<file path="config.mk">
export PLATFORM = sky130hd
export DESIGN_NAME = io_port_peer
export DESIGN_NICKNAME = d
export VERILOG_FILES = /design/src/rtl/io_peer_pkg.sv /design/src/rtl/io_peer_fifo.sv /design/src/rtl/io_port_peer.sv
export SDC_FILE = /design/constraint.sdc
export NUM_CORES = 1
export LEC_CHECK = 0
export CELL_PAD_IN_SITES_DETAIL_PLACEMENT = 1
export CELL_PAD_IN_SITES_GLOBAL_PLACEMENT = 1
export CORE_MARGIN = 3
export CORE_UTILIZATION = 40
export DETAILED_ROUTE_END_ITERATION = 8
export HOLD_SLACK_MARGIN = 0.15
export MAX_ROUTING_LAYER = met4
export PLACE_DENSITY = 0.72
export RECOVER_POWER = 100
export SLEW_MARGIN = 40
export SYNTH_ARGS = -nofsm -noshare
export SYNTH_HDL_FRONTEND = slang
export SYNTH_HIERARCHICAL = 1
export SYNTH_SLANG_ARGS = --single-unit
</file>
<file path="constraint.sdc">
create_clock -name clk -period 2.9 [get_ports clk]
set_clock_uncertainty 0.2 [all_clocks]
set_input_delay 0.58 -clock clk [delete_from_list [all_inputs] [get_ports clk]]
set_output_delay 0.58 -clock clk [all_outputs]
set_load 0.02 [all_outputs]
</file>
<file path="src/rtl/io_peer_pkg.sv">
// rtl/io_peer_pkg.sv - shared defaults, pointer sizing and FIFO status type for the IO port peer
package io_peer_pkg;

  localparam int WORD_W_DEF = 16;
  localparam int DEPTH_DEF  = 4;
  // Wide enough to carry the occupancy of any practical FIFO depth (up to 255).
  localparam int STAT_CNT_W = 8;

  function automatic int ptr_w(input int depth);
    return (depth > 1) ? $clog2(depth) : 1;
  endfunction

  typedef struct packed {
    logic                  full;
    logic                  empty;
    logic [STAT_CNT_W-1:0] count;
  } fifo_status_t;

endpackage

</file>
<file path="src/rtl/io_peer_fifo.sv">
// rtl/io_peer_fifo.sv - single-clock FIFO with gated head output; push/pop arrive pre-qualified
module io_peer_fifo
  import io_peer_pkg::*;
#(
  parameter int WORD_W = WORD_W_DEF,
  parameter int DEPTH  = DEPTH_DEF
) (
  input  logic              clk,
  input  logic              reset,
  input  logic              push,
  input  logic [WORD_W-1:0] push_data,
  input  logic              pop,
  output logic [WORD_W-1:0] head_data,
  output fifo_status_t      status
);

  localparam int PTR_W = ptr_w(DEPTH);
  localparam int CNT_W = PTR_W + 1;

  logic [WORD_W-1:0] mem_q [DEPTH];
  logic [PTR_W-1:0]  wr_ptr_q, wr_ptr_d;
  logic [PTR_W-1:0]  rd_ptr_q, rd_ptr_d;
  logic [CNT_W-1:0]  count_q, count_d;
  logic              empty;

  always_comb begin
    wr_ptr_d = wr_ptr_q;
    rd_ptr_d = rd_ptr_q;
    count_d  = count_q;
    if (push) wr_ptr_d = wr_ptr_q + PTR_W'(1);
    if (pop)  rd_ptr_d = rd_ptr_q + PTR_W'(1);
    case ({push, pop})
      2'b10:   count_d = count_q + CNT_W'(1);
      2'b01:   count_d = count_q - CNT_W'(1);
      default: count_d = count_q;
    endcase
  end

  always_ff @(posedge clk or negedge reset) begin
    if (!reset) begin
      wr_ptr_q <= '0;
      rd_ptr_q <= '0;
      count_q  <= '0;
    end else begin
      wr_ptr_q <= wr_ptr_d;
      rd_ptr_q <= rd_ptr_d;
      count_q  <= count_d;
    end
  end

  // Storage is deliberately left out of reset; the gated head hides stale words.
  always_ff @(posedge clk) begin
    if (push) mem_q[wr_ptr_q] <= push_data;
  end

  assign empty        = (count_q == '0);
  assign head_data    = empty ? '0 : mem_q[rd_ptr_q];
  assign status.full  = (count_q == CNT_W'(DEPTH));
  assign status.empty = empty;
  assign status.count = STAT_CNT_W'(count_q);

endmodule

</file>
<file path="src/rtl/io_port_peer.sv">
// rtl/io_port_peer.sv - IO port peer: OUT writes to host TX FIFO, host words to IN via RX FIFO
// Optional loopback routing of OUT writes into the RX FIFO when IO_PEER_LOOPBACK_EN is defined.
module io_port_peer
  import io_peer_pkg::*;
#(
  parameter int WORD_W = WORD_W_DEF,
  parameter int DEPTH  = DEPTH_DEF
) (
  input  logic              clk,
  input  logic              reset,
  input  logic [WORD_W-1:0] port_out,
  input  logic              port_out_wr,
  output logic [WORD_W-1:0] port_in,
  input  logic              port_in_rd,
  output logic              port_in_valid,
  output logic [WORD_W-1:0] host_tx_data,
  output logic              host_tx_valid,
  input  logic              host_tx_ready,
  input  logic [WORD_W-1:0] host_rx_data,
  input  logic              host_rx_valid,
  output logic              host_rx_ready,
  output logic              tx_ovf,
  output logic              rx_udf
`ifdef IO_PEER_LOOPBACK_EN
  ,
  input  logic              loopback
`endif
);

  fifo_status_t      tx_st, rx_st;
  logic              lb_en;
  logic              tx_push, tx_pop, rx_push, rx_pop;
  logic [WORD_W-1:0] rx_push_data;
  logic              tx_ovf_q, tx_ovf_d, rx_udf_q, rx_udf_d;

`ifdef IO_PEER_LOOPBACK_EN
  assign lb_en = loopback;
`else
  assign lb_en = 1'b0;
`endif

  assign host_tx_valid = |tx_st.count;
  assign port_in_valid = |rx_st.count;
  // Ready depends only on registered occupancy, so a same-cycle pop never frees a slot early.
  assign host_rx_ready = !rx_st.full && !lb_en;

  assign tx_push      = port_out_wr && !lb_en && !tx_st.full;
  assign tx_pop       = host_tx_valid && host_tx_ready;
  assign rx_push      = lb_en ? (port_out_wr && !rx_st.full) : (host_rx_valid && host_rx_ready);
  assign rx_push_data = lb_en ? port_out : host_rx_data;
  assign rx_pop       = port_in_rd && port_in_valid;

  always_comb begin
    tx_ovf_d = tx_ovf_q;
    rx_udf_d = rx_udf_q;
    if (port_out_wr && (lb_en ? rx_st.full : tx_st.full)) tx_ovf_d = 1'b1;
    if (port_in_rd && rx_st.empty)                         rx_udf_d = 1'b1;
  end

  always_ff @(posedge clk or negedge reset) begin
    if (!reset) begin
      tx_ovf_q <= 1'b0;
      rx_udf_q <= 1'b0;
    end else begin
      tx_ovf_q <= tx_ovf_d;
      rx_udf_q <= rx_udf_d;
    end
  end

  assign tx_ovf = tx_ovf_q;
  assign rx_udf = rx_udf_q;

  io_peer_fifo #(.WORD_W(WORD_W), .DEPTH(DEPTH)) u_tx_fifo (
    .clk       (clk),
    .reset     (reset),
    .push      (tx_push),
    .push_data (port_out),
    .pop       (tx_pop),
    .head_data (host_tx_data),
    .status    (tx_st)
  );

  io_peer_fifo #(.WORD_W(WORD_W), .DEPTH(DEPTH)) u_rx_fifo (
    .clk       (clk),
    .reset     (reset),
    .push      (rx_push),
    .push_data (rx_push_data),
    .pop       (rx_pop),
    .head_data (port_in),
    .status    (rx_st)
  );

endmodule

</file>
======== Word level (Yosys, flattened, before mapping) ========
Memory sizes are Yosys's and may differ from the RTL's.
Index checks and enable logic that the tools add are counted.
operators by class
  $lt $le $gt $ge ......................... 0
  shifts and indexed selects .............. 0
  div/mod/pow operators ................... 0
  equality and inequality tests ........... 6
  multipliers ............................. 0
  add/subtract/negate cells ............... 8
  bitwise gates (word level) .............. 0
  multiplexer cells ....................... 8
  reductions and logical operators ........ 14
operators with widths
  kind                                               number
  two-way mux 16 bit                                 2
  one-hot mux 3 bit (2 select lines)                 2
  adder 2 x 1 -> 2 bit (second input constant)       4
  adder 3 x 1 -> 3 bit (second input constant)       2
  == test 3 bit (second input constant)              2
  logical AND 1 bit                                  6
  logical NOT 3 bit                                  2
  OR reduction 3 bit                                 2
  subtractor 3 x 1 -> 3 bit (second input constant)  2
  == test 2 x 1 -> 1 bit (second input constant)     2
  == test 2 bit (second input constant)              2
  two-way mux 1 bit                                  4
  nonzero test 2 bit                                 2
  logical NOT 1 bit                                  2
word-level totals
  RAM bits ................................ 128
  output and inout port bits .............. 37
  input bits .............................. 38
  flip-flop bits (word level) ............. 16
  bits in latches ......................... 0
  ROM bits ................................ 0
  memories kept ........................... 2
  word-level logic and storage cells ...... 46
memories
  memory           words  bits a word  rd ports  clocked after memory_dff  wr ports  RTL line            RTL
  u_rx_fifo.mem_q  4      16           1         0                         1         io_peer_fifo.sv:20  logic [WORD_W-1:0] mem_q [DEPTH];
  u_tx_fifo.mem_q  4      16           1         0                         1         io_peer_fifo.sv:20

======== Depth between registers and ports, before layout ========
  depth in word-level cells ............... 5
  depth in mapped cells ................... 10
  gate-level depth less buffers ........... 10

======== Hierarchy ========
Netlist, hierarchy kept.
by module, submodules not included
  module        cells an instance  area an instance (um^2)  times used  sequential area each (um^2)
  io_peer_fifo  144                2970.3                   2           2097.0
  io_port_peer  15                 128.9                    1           50.0

======== Worst setup path before layout ========
OpenSTA, ideal clock, no wires.
  kind .................................... input to register
  from .................................... input port_in_rd
  to ...................................... register u_rx_fifo.count_q[2]
  required time ........................... 2621 ps
  path slack .............................. 796 ps
  data arrival time ....................... 1825 ps
  cell stages on the path ................. 7
  path buffers ............................ 0
  setup time .............................. 79 ps
  cells stage by stage .................... a21boi_1 > ha_1 > inv_1 > fa_1 > xor2_1 > nor2_1 > xor2_1
between the ends
  word-level cells in the longest chain between the ends .. 3
  elaborated cells between the ends (all ways) .. 5
  those cells by class .................... eq/ne (2); mux (1); reduce/logical (2)
RTL lines
  item                                                                      RTL line            RTL
  start, declared                                                           io_port_peer.sv:14  input logic port_in_rd,
  logical AND 1 bit (*)                                                     io_port_peer.sv:51  assign rx_pop = port_in_rd && port_in_valid;
  == test 2 x 1 -> 1 bit or == test 2 bit (tied branches)                   io_peer_fifo.sv:32  case ({push, pop})
  one-hot mux 3 bit (2 select lines) or nonzero test 2 bit (tied branches)  -
  end signal, assigned                                                      io_peer_fifo.sv:47  count_q <= count_d;
  end, declared                                                             io_peer_fifo.sv:23  logic [CNT_W-1:0] count_q, count_d;
Mark *: on every way between the ends. The rest lies on a longest branch, timed or not.
A chain may end at the register's enable or synchronous reset.

======== Worst setup path in the final report ========
  from .................................... register u_tx_fifo.rd_ptr_q[0]
  to ...................................... output host_tx_data[11]
between the ends
  word-level cells in the longest chain between the ends .. 2
RTL lines
  item                    RTL line            RTL
  start, declared         io_peer_fifo.sv:22  logic [PTR_W-1:0] rd_ptr_q, rd_ptr_d;
  start signal, assigned  io_peer_fifo.sv:46  rd_ptr_q <= rd_ptr_d;
  memory (4 x 16 bit)     -
  two-way mux 16 bit      io_peer_fifo.sv:57  assign head_data = empty ? '0 : mem_q[rd_ptr_q];
  end, declared           io_port_peer.sv:16  output logic [WORD_W-1:0] host_tx_data,
Every way passes these cells.

==> impl_results.md <==
- Status: finished, final reports clean
- Synth warnings: 6
- Clock-pin slew on the worst setup and hold paths: 60 ps
- Maxcap violations: 0
- CP Data Arrival Time: 2040 ps
- Min Hold Slack: 253 ps
- Core Util, Final: between 50% and 60%
- I/O Buffers: 74
- Initial antenna violation count: 2
- Synth Cell Area: 6060 um2
- Syn avg cell area: 20.1 um2
- WL/cell: around 19 um
- First DRT Iteration DRCs: about 150
- Setup crit end kind: primary output
- Boundary pin count: between 70 and 80
- Hold_sp: tx_ovf
- Max-slew headroom: 38.6%
- Period utilization: 97.2%
- Overall Power: 8.27 mW
- Worst-skew pair later-pin latency: 410 ps
- Die Ht: 129 um
- Area Growth Syn to Fin: 26.0%
- DR vias/cell: 4.89
- FF-to-FF path depth: 8
- HP Class: reg2reg
- Routability congestion estimate: 0.740
- Max VDD drop: 0.000575 V
- Hold Path Sink: tx_ovf
- Largest net degree at the start of global routing: 19
- Maximum buffer depth of the clock tree: 2
- Final setup violation count: 0
- Cell Area, Placed: 7050 um2
- TritonCTS clock tree: done
- Worst Hold Depth: 1
- Max Fanout on Critical Path: 8
- Clock Tree Root: clkbuf_16
- DRT Pass-1 Iters: 5
- RR Startpoint: u_tx_fifo/count_q[0]
- Final #Nets: 452
- Clock sinks: 144
- Worst r2r dst: u_tx_fifo/count_q[2]
- Most common cell after layout, fill and taps aside: edfxtp_1
- Vias in the first global route: ~3,300
- DR vias: 2,936
- CP Launch Type: flip-flop
- Slew Limit Fails: 0
- Fmax achieved: 355 MHz
- Number of remaining DRC errors: 0
- Layout fillers: 1,339
- Grt total ovfl: 0
- Final instance area: approximately 7600 um2
- Share of layout cells above drive strength 1: 19.6%
- First-pass GRT wire length: 17.7 mm
- Hold Vio Cnt, Final: 0
- Fin cells: 600
- Leak Pwr: 2.83 nW
- CP Class: reg2out
- Pwr Density: ~1100 nW/um2
- Detailed Place HPWL: 7.01 mm
- Routed wire length: 11.4 mm
- Initial core utilization: 41.2%
- Routed Antenna Nets: 0
- Die area: 16,700 um2
- Core box area: 14,700 um2
- H-Tree Depth: 4
- Cts bufs inserted: 17
- Row Count: 44
- Worst reg-to-reg setup slack: 490 ps
- Die W: 129 um
- Total Routing Usage GR: 14.9%
- Worst endpoint required time: 2120 ps
- Actual slew at the worst max-slew pin: 920 ps
- Placed cell count: 563
- Tmin final: ~2800 ps
- Commonest non-fill, non-tap cells in the layout: 128 x edfxtp_1, 40 x dlygate4sd3_1, 29 x dlygate4sd2_1, 19 x nor2b_1, 18 x clkbuf_16
- Syn Inst Count: 302
-- flip-flops by register name (all words and copies together) (netlist names) --
signal / flops
u_tx_fifo/wr_ptr_q: 2
u_tx_fifo/rd_ptr_q: 2
rx_udf: 1
u_rx_fifo/count_q: 3
u_tx_fifo/mem_q: 64
u_tx_fifo/count_q: 3
tx_ovf: 1
u_rx_fifo/mem_q: 64
u_rx_fifo/wr_ptr_q: 2
u_rx_fifo/rd_ptr_q: 2
-- layout make-up --
type                            count  area [um2]  area share, %
Antenna cell                        2        5.00         0.0655
Tap cell                          184         230           3.01
Multi-Input combinational cell    132        1630           21.3
Clock inverter                     13         170           2.23
Inverter                           13        48.8          0.639
Timing Repair Buffer               94         878           11.5
Sequential cell                   144        4250           55.6
Clock buffer                       18         429           5.62
-- what timing repair did --
action / in CTS / in global routing
gates cloned: 0 / 2
hold buffers: 0 / 1
setup buffers: 1 / 0
endpoints found under the hold margin: 0 / 16
endpoints found under the setup margin: 32 / 11
resized for setup: 32 / 6
-- worst max-delay path by stage --
stage / slack (ps) / startpoint / end / depth (start not counted)
CTS: 20 / u_tx_fifo/rd_ptr_q[0] / host_tx_data[1] / 4
global placement: 230 / host_tx_ready / u_tx_fifo/count_q[2] / 8
floorplan: 800 / port_in_rd / u_rx_fifo/count_q[2] / 7
detailed placement: 110 / host_tx_ready / u_tx_fifo/count_q[2] / 8
finish: 80 / u_tx_fifo/rd_ptr_q[0] / host_tx_data[11] / 4
global route: -2 / u_tx_fifo/rd_ptr_q[0] / host_tx_data[15] / 4
-- power breakdown --
part / internal [mW] / switching (mW) / total [mW]
sequential: 2.78 / 0.213 / 2.99
combinational: 1.47 / 1.60 / 3.07
clock: 1.42 / 0.795 / 2.22
-- critical path, cell delays in order, from the launching register on --
cell	delay, ps
dfrtp_2	450
clkbuf_16	200
mux4_2	510
nor2b_4	140
dlygate4sd2_1	330
-- per-stage QoR --
step,setup TNS [ps],worst slack [ps]
after floorplan,0,796
after detailed placement,0,114
after global placement,0,233
after global routing,-4.05,-1.91
after CTS,0,21.6
final,0,81.5
-- routing by layer --
| layer | vias up | global-route usage, % | wire, um |
|---|---|---|---|
| met5 | - | - | 0 |
| met3 | 13 | 4.33 | 490 |
| met2 | 75 | 24.0 | 5840 |
| met1 | 1505 | 17.8 | 4880 |
| li1 | 1343 | - | - |
| met4 | 0 | 5.56 | 144 |
Note: power is estimated with default switching activity, not from simulation.
